## src/rtl/seq_pattern_gen.sv

```systemverilog
// Serial pattern transmitter: shifts a latched pattern out MSB-first, repeating it
// a programmable number of times. Define SEQGEN_GAP_EN for one idle cycle between repetitions.
module seq_pattern_gen #(
    parameter int PAT_W = 5,
    parameter int LEN_W = 3,
    parameter int REP_W = 4
) (
    input  logic             clk,
    input  logic             rst,
    input  logic             start,
    input  logic [PAT_W-1:0] pattern,
    input  logic [LEN_W-1:0] len,
    input  logic [REP_W-1:0] reps,
    output logic             x,
    output logic             valid,
    output logic             busy,
    output logic             done
);
    localparam int CNT_W = $clog2(PAT_W + 1);
    localparam logic [CNT_W-1:0] PAT_W_C = CNT_W'(PAT_W);
    localparam logic [LEN_W-1:0] PAT_W_L = LEN_W'(PAT_W);

    typedef enum logic [1:0] {
        IDLE = 2'd0,
        SEND = 2'd1,
`ifdef SEQGEN_GAP_EN
        GAP  = 2'd2,
`endif
        FIN  = 2'd3
    } state_t;

    state_t           state_q, state_d;
    logic [PAT_W-1:0] pat_q, pat_d;
    logic [PAT_W-1:0] shift_q, shift_d;
    logic [CNT_W-1:0] len_q, len_d;
    logic [CNT_W-1:0] bit_cnt_q, bit_cnt_d;
    logic [REP_W-1:0] rep_cnt_q, rep_cnt_d;
    logic             x_q, x_d;
    logic             valid_q, valid_d;
    logic             busy_q, busy_d;
    logic             done_q, done_d;

    logic [CNT_W-1:0] len_clamp;
    logic [REP_W-1:0] reps_eff;
    logic [PAT_W-1:0] pat_aligned;

    // Pattern is stored left-aligned so the bit on the wire is always the MSB.
    assign len_clamp   = (len > PAT_W_L) ? PAT_W_C : CNT_W'(len);
    assign reps_eff    = (reps == '0) ? REP_W'(1) : reps;
    assign pat_aligned = pattern << (PAT_W_C - len_clamp);

    always_comb begin
        state_d   = state_q;
        pat_d     = pat_q;
        shift_d   = shift_q;
        len_d     = len_q;
        bit_cnt_d = bit_cnt_q;
        rep_cnt_d = rep_cnt_q;
        x_d       = 1'b0;
        valid_d   = 1'b0;
        busy_d    = 1'b0;
        done_d    = 1'b0;
        case (state_q)
            IDLE: begin
                if (start) begin
                    pat_d     = pat_aligned;
                    len_d     = len_clamp;
                    rep_cnt_d = reps_eff - 1'b1;
                    if (len_clamp == '0) begin
                        state_d   = FIN;
                        bit_cnt_d = '0;
                        done_d    = 1'b1;
                    end else begin
                        state_d   = SEND;
                        x_d       = pat_aligned[PAT_W-1];
                        shift_d   = pat_aligned << 1;
                        bit_cnt_d = len_clamp - 1'b1;
                        valid_d   = 1'b1;
                        busy_d    = 1'b1;
                    end
                end
            end
            SEND: begin
                // bit_cnt_q counts bits still to come after the one on the wire now.
                if (bit_cnt_q != '0) begin
                    x_d       = shift_q[PAT_W-1];
                    shift_d   = shift_q << 1;
                    bit_cnt_d = bit_cnt_q - 1'b1;
                    valid_d   = 1'b1;
                    busy_d    = 1'b1;
                end else if (rep_cnt_q != '0) begin
                    rep_cnt_d = rep_cnt_q - 1'b1;
`ifdef SEQGEN_GAP_EN
                    state_d   = GAP;
                    busy_d    = 1'b1;
`else
                    x_d       = pat_q[PAT_W-1];
                    shift_d   = pat_q << 1;
                    bit_cnt_d = len_q - 1'b1;
                    valid_d   = 1'b1;
                    busy_d    = 1'b1;
`endif
                end else begin
                    state_d = FIN;
                    done_d  = 1'b1;
                end
            end
`ifdef SEQGEN_GAP_EN
            GAP: begin
                state_d   = SEND;
                x_d       = pat_q[PAT_W-1];
                shift_d   = pat_q << 1;
                bit_cnt_d = len_q - 1'b1;
                valid_d   = 1'b1;
                busy_d    = 1'b1;
            end
`endif
            FIN: begin
                state_d = IDLE;
            end
            default: begin
                state_d = IDLE;
            end
        endcase
    end

    always_ff @(posedge clk or posedge rst) begin
        if (rst) begin
            state_q   <= IDLE;
            pat_q     <= '0;
            shift_q   <= '0;
            len_q     <= '0;
            bit_cnt_q <= '0;
            rep_cnt_q <= '0;
            x_q       <= 1'b0;
            valid_q   <= 1'b0;
            busy_q    <= 1'b0;
            done_q    <= 1'b0;
        end else begin
            state_q   <= state_d;
            pat_q     <= pat_d;
            shift_q   <= shift_d;
            len_q     <= len_d;
            bit_cnt_q <= bit_cnt_d;
            rep_cnt_q <= rep_cnt_d;
            x_q       <= x_d;
            valid_q   <= valid_d;
            busy_q    <= busy_d;
            done_q    <= done_d;
        end
    end

    assign x     = x_q;
    assign valid = valid_q;
    assign busy  = busy_q;
    assign done  = done_q;

endmodule

```

## config.mk

```make
export PLATFORM = sky130hd
export DESIGN_NAME = seq_pattern_gen
export DESIGN_NICKNAME = d
export VERILOG_FILES = /design/src/rtl/seq_pattern_gen.sv
export SDC_FILE = /design/constraint.sdc
export NUM_CORES = 1
export LEC_CHECK = 0
export BUFFER_PORTS_ARGS = -buffer_cell sky130_fd_sc_hd__clkbuf_2
export CORE_AREA = 2 2 61 63
export DETAILED_ROUTE_END_ITERATION = 6
export DIE_AREA = 0 0 63 65
export GPL_TIMING_DRIVEN = 0
export SLEW_MARGIN = 10
export SYNTH_ARGS = -nofsm -noshare
export SYNTH_HDL_FRONTEND = slang
export SYNTH_SLANG_ARGS = --single-unit
export TNS_END_PERCENT = 1
```

## constraint.sdc

```tcl
create_clock -name clk -period 2.8 [get_ports clk]
set_input_delay 0.14 -clock clk [delete_from_list [all_inputs] [get_ports clk]]
set_output_delay 0.14 -clock clk [all_outputs]
set_load 0.03 [all_outputs]
```

# Word level (Yosys, flattened, before mapping)
# Cells that the tools add are included.
# totals
reg_bits,25
word_cells,71
# classes
add_sub_neg,6
magnitude_cmp,1
n_eq_ne,7
shifts,1
muxes,36
n_reduce_logical,11
# ops
operator,n
2-to-1 mux 5 bit,4
2-to-1 mux 4 bit,4
2-to-1 mux 3 bit,5
2-to-1 mux 1 bit,12
"!= test 2 bit, second input constant",5
case mux 5 bit (2 select lines),1
"subtractor 3 x 1 -> 3 bit, second input constant",3
2-to-1 mux 2 bit,4
case mux 4 bit (2 select lines),1
AND reduction 4 bit,2
"subtractor 4 x 1 -> 4 bit, second input constant",2
case mux 1 bit (2 select lines),3
case mux 3 bit (2 select lines),1
AND reduction 3 bit,2
<< shifter 5 x 3 -> 5 bit,1
logical NOT 4 bit,1
case mux 2 bit (2 select lines),1
nonzero test 4 bit,1
"greater-than comparator 3 bit, second input constant",1
logical NOT 3 bit,1
"!= test 3 bit, second input constant",1
nonzero test 3 bit,1
"subtractor 3 bit, first input constant",1
"== test 2 x 1 -> 1 bit, second input constant",1
3 further kinds,3

# Depth between registers and ports, before layout
# logic_depth
word_depth,7
mapped_depth,8

# Worst setup path before layout
# OpenSTA, ideal clock, no wires.
# synth_timing
path_kind,register -> register
startpoint,register state_q[1]
endpoint,register rep_cnt_q[2]
arrival_time_ps,1719
required_ps,2668
setup_slack_ps,949
stages_incl_launch_ff,9
n_path_buf,2
period_less_slack_ps,1851
cell_sequence,dfrtp_1 > buf_2 > nand2b_1 > clkbuf_1 > o21ai_0 > ha_1 > or3_1 > o311ai_0 > nor3_2
# synth_between
elab_chain_cells,3
word_cells_on_any_way,8
cone_classes,eq/ne: 4; mux: 1; reduce/logical: 3
# synth_rtl
element,line_no,rtl
start: declaration,32,"state_t state_q, state_d;"
start signal: assignment,140,state_q <= state_d;
== test 2 x 1 -> 1 bit or logical NOT 2 bit (tied branches),63,case (state_q)
!= test 2 bit (no source line) or nonzero test 2 bit (tied branches),-,
AND reduction 4 bit (no source line),-,
end signal: assignment,145,rep_cnt_q <= rep_cnt_d;
end: declaration,37,"logic [REP_W-1:0] rep_cnt_q, rep_cnt_d;"
# Parallel ways exist; a longest one is shown, timed or not.
# A chain may end at the register's enable or synchronous reset.

# Worst setup path in the final report
# Same ends and word-level chain as after synthesis.

==> results.md <==
- The fraction of synthesis flops using an asynchronous set or reset pin is 1.000.
- For this block, the initial DRC count from the detailed router was 19.
- The critical path class is flip-flop to flip-flop.
- Clock-pin slew was measured on the worst setup and hold paths at 0.13 ns.
- The arrival time at the worst endpoint is 2.45 ns.
- The highest-delay cell along the critical path is dfrtp_1.
- The clock drives 24 sinks.
- After synthesis, the largest family of logic cells by area is simple AND/OR/NAND/NOR gates.
- The number of gates resized after CTS is 0.
- The final-report hold violation count is 24.
- The transition time of the tightest slew-check pin is 0.9294 ns.
- Dividing the final minimum period by the clock period gives 0.8014.
- The kind of cell with the highest combined delay along the critical path is simple AND/OR/NAND/NOR gates.
- The share of post-route cells with drive strength above 1 is 0.2400.
- The synthesized netlist net count is 172.
- The worst path required time is 3.01 ns.
- The synthesized-area fraction occupied by ao, oa, aoi and oai cells came to 0.1842.
- Dividing the detail-routed via count by the number of cells gives 5.489.
- The final sum of negative setup slack is 0 ns.
- Of the total synthesized cell area, the portion taken by XOR and XNOR cells is 0.01188.
- The die area is 0.004095 mm2.
- The launching point of the worst reg2reg path is state_q[1]$_DFFE_PP0P_.
- The detailed-router iteration count before antenna repair is 4.
- The detailed-route wire length is 3142 um.
- In this run the clock root is driven by a clkbuf_4.
- The cell area power density is 819.4 mW/mm2.
- The tightest min-delay check is of the input pin to asynchronous set/reset pin type.
- The number of top-level pins is 19.
- Detailed placement ended at an HPWL of 2418 um.
- The via count of the first global-routing pass was 1188.
- The global-route wire length before repair is 5244 um.
- The final reports fail on negative hold slack.
- The count of antenna diodes in the layout is 0.
- The setup skew after layout is 0.005680 ns.
- The remaining design rule violation count is 0.
- The number of enable-type register cells in the synthesized netlist is 0.
- The library cell used most frequently in the layout, excluding fill and tap cells, is dfrtp_1.
- Across all hold checks on the routed design, the worst slack comes to -0.009668 ns.
- The minimum setup slack among reg-to-reg paths is 0.56 ns.
- The number of input and output port buffers inserted is 16.
- The instance count on the critical path is 8.
- In the final design database the tool counted 193 nets.
- For this run, the top clock speed supported by timing is 445.6 MHz.
- The peak ir drop on the vdd network is 0.2783 mV.
- Across every metal layer, demand over resource in global routing totals 0.1611.
- The total core area is 0.003496 mm2.
- The total congestion overflow is 0.
- At the placement stage, the worst setup path has a slack of 0.5580 ns.
- Counting the buffers created by CTS gives 3.
- The maximum net fanout on the critical path is 10.
- The number of antenna violations at the first check in global routing is 0.
- Setup repair after global routing left no endpoint under its margin.
- The tool flagged a number of max-cap violations equal to 0.
- CTS built an H-tree with a depth of 1.
- At the later pin of the worst-skew pair, clock insertion delay measures 0.31 ns.
- In the synthesized netlist the dominant register cell turns out to be dfrtp_1.
- After layout, the minimum clock period comes to 2.244 ns.
- Entering global routing, the biggest net connects 25 pins.
- The worst register-to-register path ends at rep_cnt_q[2]$_DFFE_PP0P_.
- The standard-cell row count is 22.
- The die is 65 um tall.
- Counting stages on the worst path, the most repeated cell is buf_2.
- In this design, the stage delay of the slowest critical-path cell is 0.39 ns.
- The worst-case reg-to-reg path depth is 8.
- The arithmetic-cell share of the synthesized area counting full adders, half adders and majority gates is 0.01698.
- The type of destination of the critical path is a flip-flop.
- The total setup violations reported at the end of the flow is 0.
- In the layout the commonest cells are dfrtp_1, clkbuf_2, nor2_1, nand2_1, a21oi_1.
- The flow ran to the end, but the final reports show violations.
- During synthesis, Yosys emitted a total of 0 warnings.
- The number of routed nets with antenna violations is 0.
- From synthesis to final layout, the design area changed by 11.97%.
- For this configuration, the core starts out at a cell density of 0.4216.
- Post-CTS timing repair inserted 0 buffers for setup.
- Buffers inserted to repair hold after CTS numbered 0.
- The gate count of the mapped netlist is 155.
- Of the total synthesized cell area, the portion taken by AND, OR, NAND and NOR gates is 0.2156.
- After detailed routing, the average wire length per cell comes to 14.09 um.
- The chip width is 63 um.
- Once layout is complete, the utilization of the core stands at 0.4721.
- TritonCTS built the clock tree.
- The slack of the critical path is 0.5560 ns.
- The average cell area after synthesis is 9.509 um2.
- The synthesized netlist contains 47 unique library cells.
- The clock passes through at most 2 buffers.
- The final route contains 1224 vias.
- The multiplexer fraction of the synthesized cell area is 0.1087.
- At the end of routability-driven placement, the weighted congestion stood at 0.7151.
- The signal on the critical path passes through buf_2, nor2b_1, buf_2, mux2i_1, ha_1, or3_1, o311ai_0, nor3_2.
- The final max-slew violation count was 0.
- Summed over all cells, the static leakage comes to 0.7312 nW.
- The number of register bits inferred by synthesis is 24.
- The mapped netlist covers 0.001474 mm2.
- STA classifies the critical path startpoint as a flip-flop.
- The worst relative slew slack is 0.3797.
- The total buffers and inverters traversed by the critical path is 2.
- The sequential-to-total area share from yosys stat is 0.4075.
## stage by stage
step | total power [mW] | hold slack, ns | cell area (um2) | instances
after floorplan | 1.040 | 0.1546 | 1474 | 155
after global placement | 1.162 | 0.3705 | 1614 | 219
after detailed placement | 1.184 | 0.3728 | 1614 | 219
after CTS | 1.365 | 0.02640 | 1650 | 223
after global routing | 1.466 | 0.06864 | 1650 | 223
final | 1.352 | -0.009668 | 1650 | 223
## sequential cells by signal, summed over array words and instances (netlist names)
register   flops
busy           1
shift_q        4
pat_q          5
rep_cnt_q      4
bit_cnt_q      3
len_q          3
x              1
done           1
state_q        2
## metal layers
| metal | vias up | wire length, um | GRT usage |
|---|---|---|---|
| met5 | - | 0 | 0 |
| met4 | 0 | 23 | 0.03333 |
| met3 | 4 | 79 | 0.02083 |
| met2 | 20 | 1606 | 0.3032 |
| met1 | 589 | 1433 | 0.1960 |
| li1 | 611 | - | - |
## cell families (layout without fill, tap and decap cells)
group | Yosys count | in the layout
and+or+nand+nor | 55 | 55
AOI/OAI and AO/OA | 41 | 41
DFF | 24 | 24
buffers and inverters | 16 | 36
muxes | 15 | 15
adders and majority gates | 2 | 2
xor gates and xnor gates | 2 | 2
## synth_stat cells, types with 2 or more instances
cell       n  area share
nor3_2     2       0.014
a211oi_1   2       0.010
o211ai_1   3       0.015
mux2_1     5       0.038
o21ai_0   10       0.034
buf_2      8       0.027
o311ai_0   2       0.012
nor2_1    13       0.033
or3_1      3       0.013
inv_1      3      0.0076
nor3b_1    2       0.010
nor2b_1    2      0.0085
mux2_2     3       0.023
nor3_1     4       0.014
a31oi_1    3       0.013
mux2i_1    7       0.048
dfrtp_1   24        0.41
and3_1     2      0.0085
clkbuf_1   3      0.0076
nand2b_1   3       0.013
nand2_1   12       0.031
nand3_1    2      0.0068
a21oi_1   12       0.041
ha_1       2       0.017
## worst register-to-register path: cells and delay by family (launching register included)
family / cells / cell delay, ns
simple gates: 3 / 0.80
flops: 1 / 0.39
fa+ha+maj: 1 / 0.22
buf+inv: 2 / 0.49
compound gates: 1 / 0.13
mux: 1 / 0.11
## layout make-up
cell class,count,area [um2]
Sequential cell,24,600.6
Buffer,13,70.07
Timing Repair Buffer,16,80.08
Tap cell,48,60.06
Multi-Input combinational cell,115,792.0
Inverter,3,11.26
Clock buffer,4,36.28
Fill cell,362,1846
## where the power goes
part           switching (mW)  internal, mW
sequential              0.102         0.480
clock                   0.104        0.0795
combinational           0.322         0.266
## worst max-delay path by stage
stage                     slack [ns]                   start                  endpoint
after detailed placement        0.56  state_q[1]$_DFFE_PP0P_  rep_cnt_q[2]$_DFFE_PP0P_
final                           0.56  state_q[1]$_DFFE_PP0P_  rep_cnt_q[2]$_DFFE_PP0P_
after global placement          0.64  state_q[0]$_DFFE_PP0P_  rep_cnt_q[2]$_DFFE_PP0P_
after CTS                       0.53  state_q[1]$_DFFE_PP0P_  rep_cnt_q[2]$_DFFE_PP0P_
after floorplan                 0.95  state_q[1]$_DFFE_PP0P_  rep_cnt_q[2]$_DFFE_PP0P_
after global routing            0.41  state_q[0]$_DFFE_PP0P_  rep_cnt_q[2]$_DFFE_PP0P_
(Power assumes the default switching activity.)
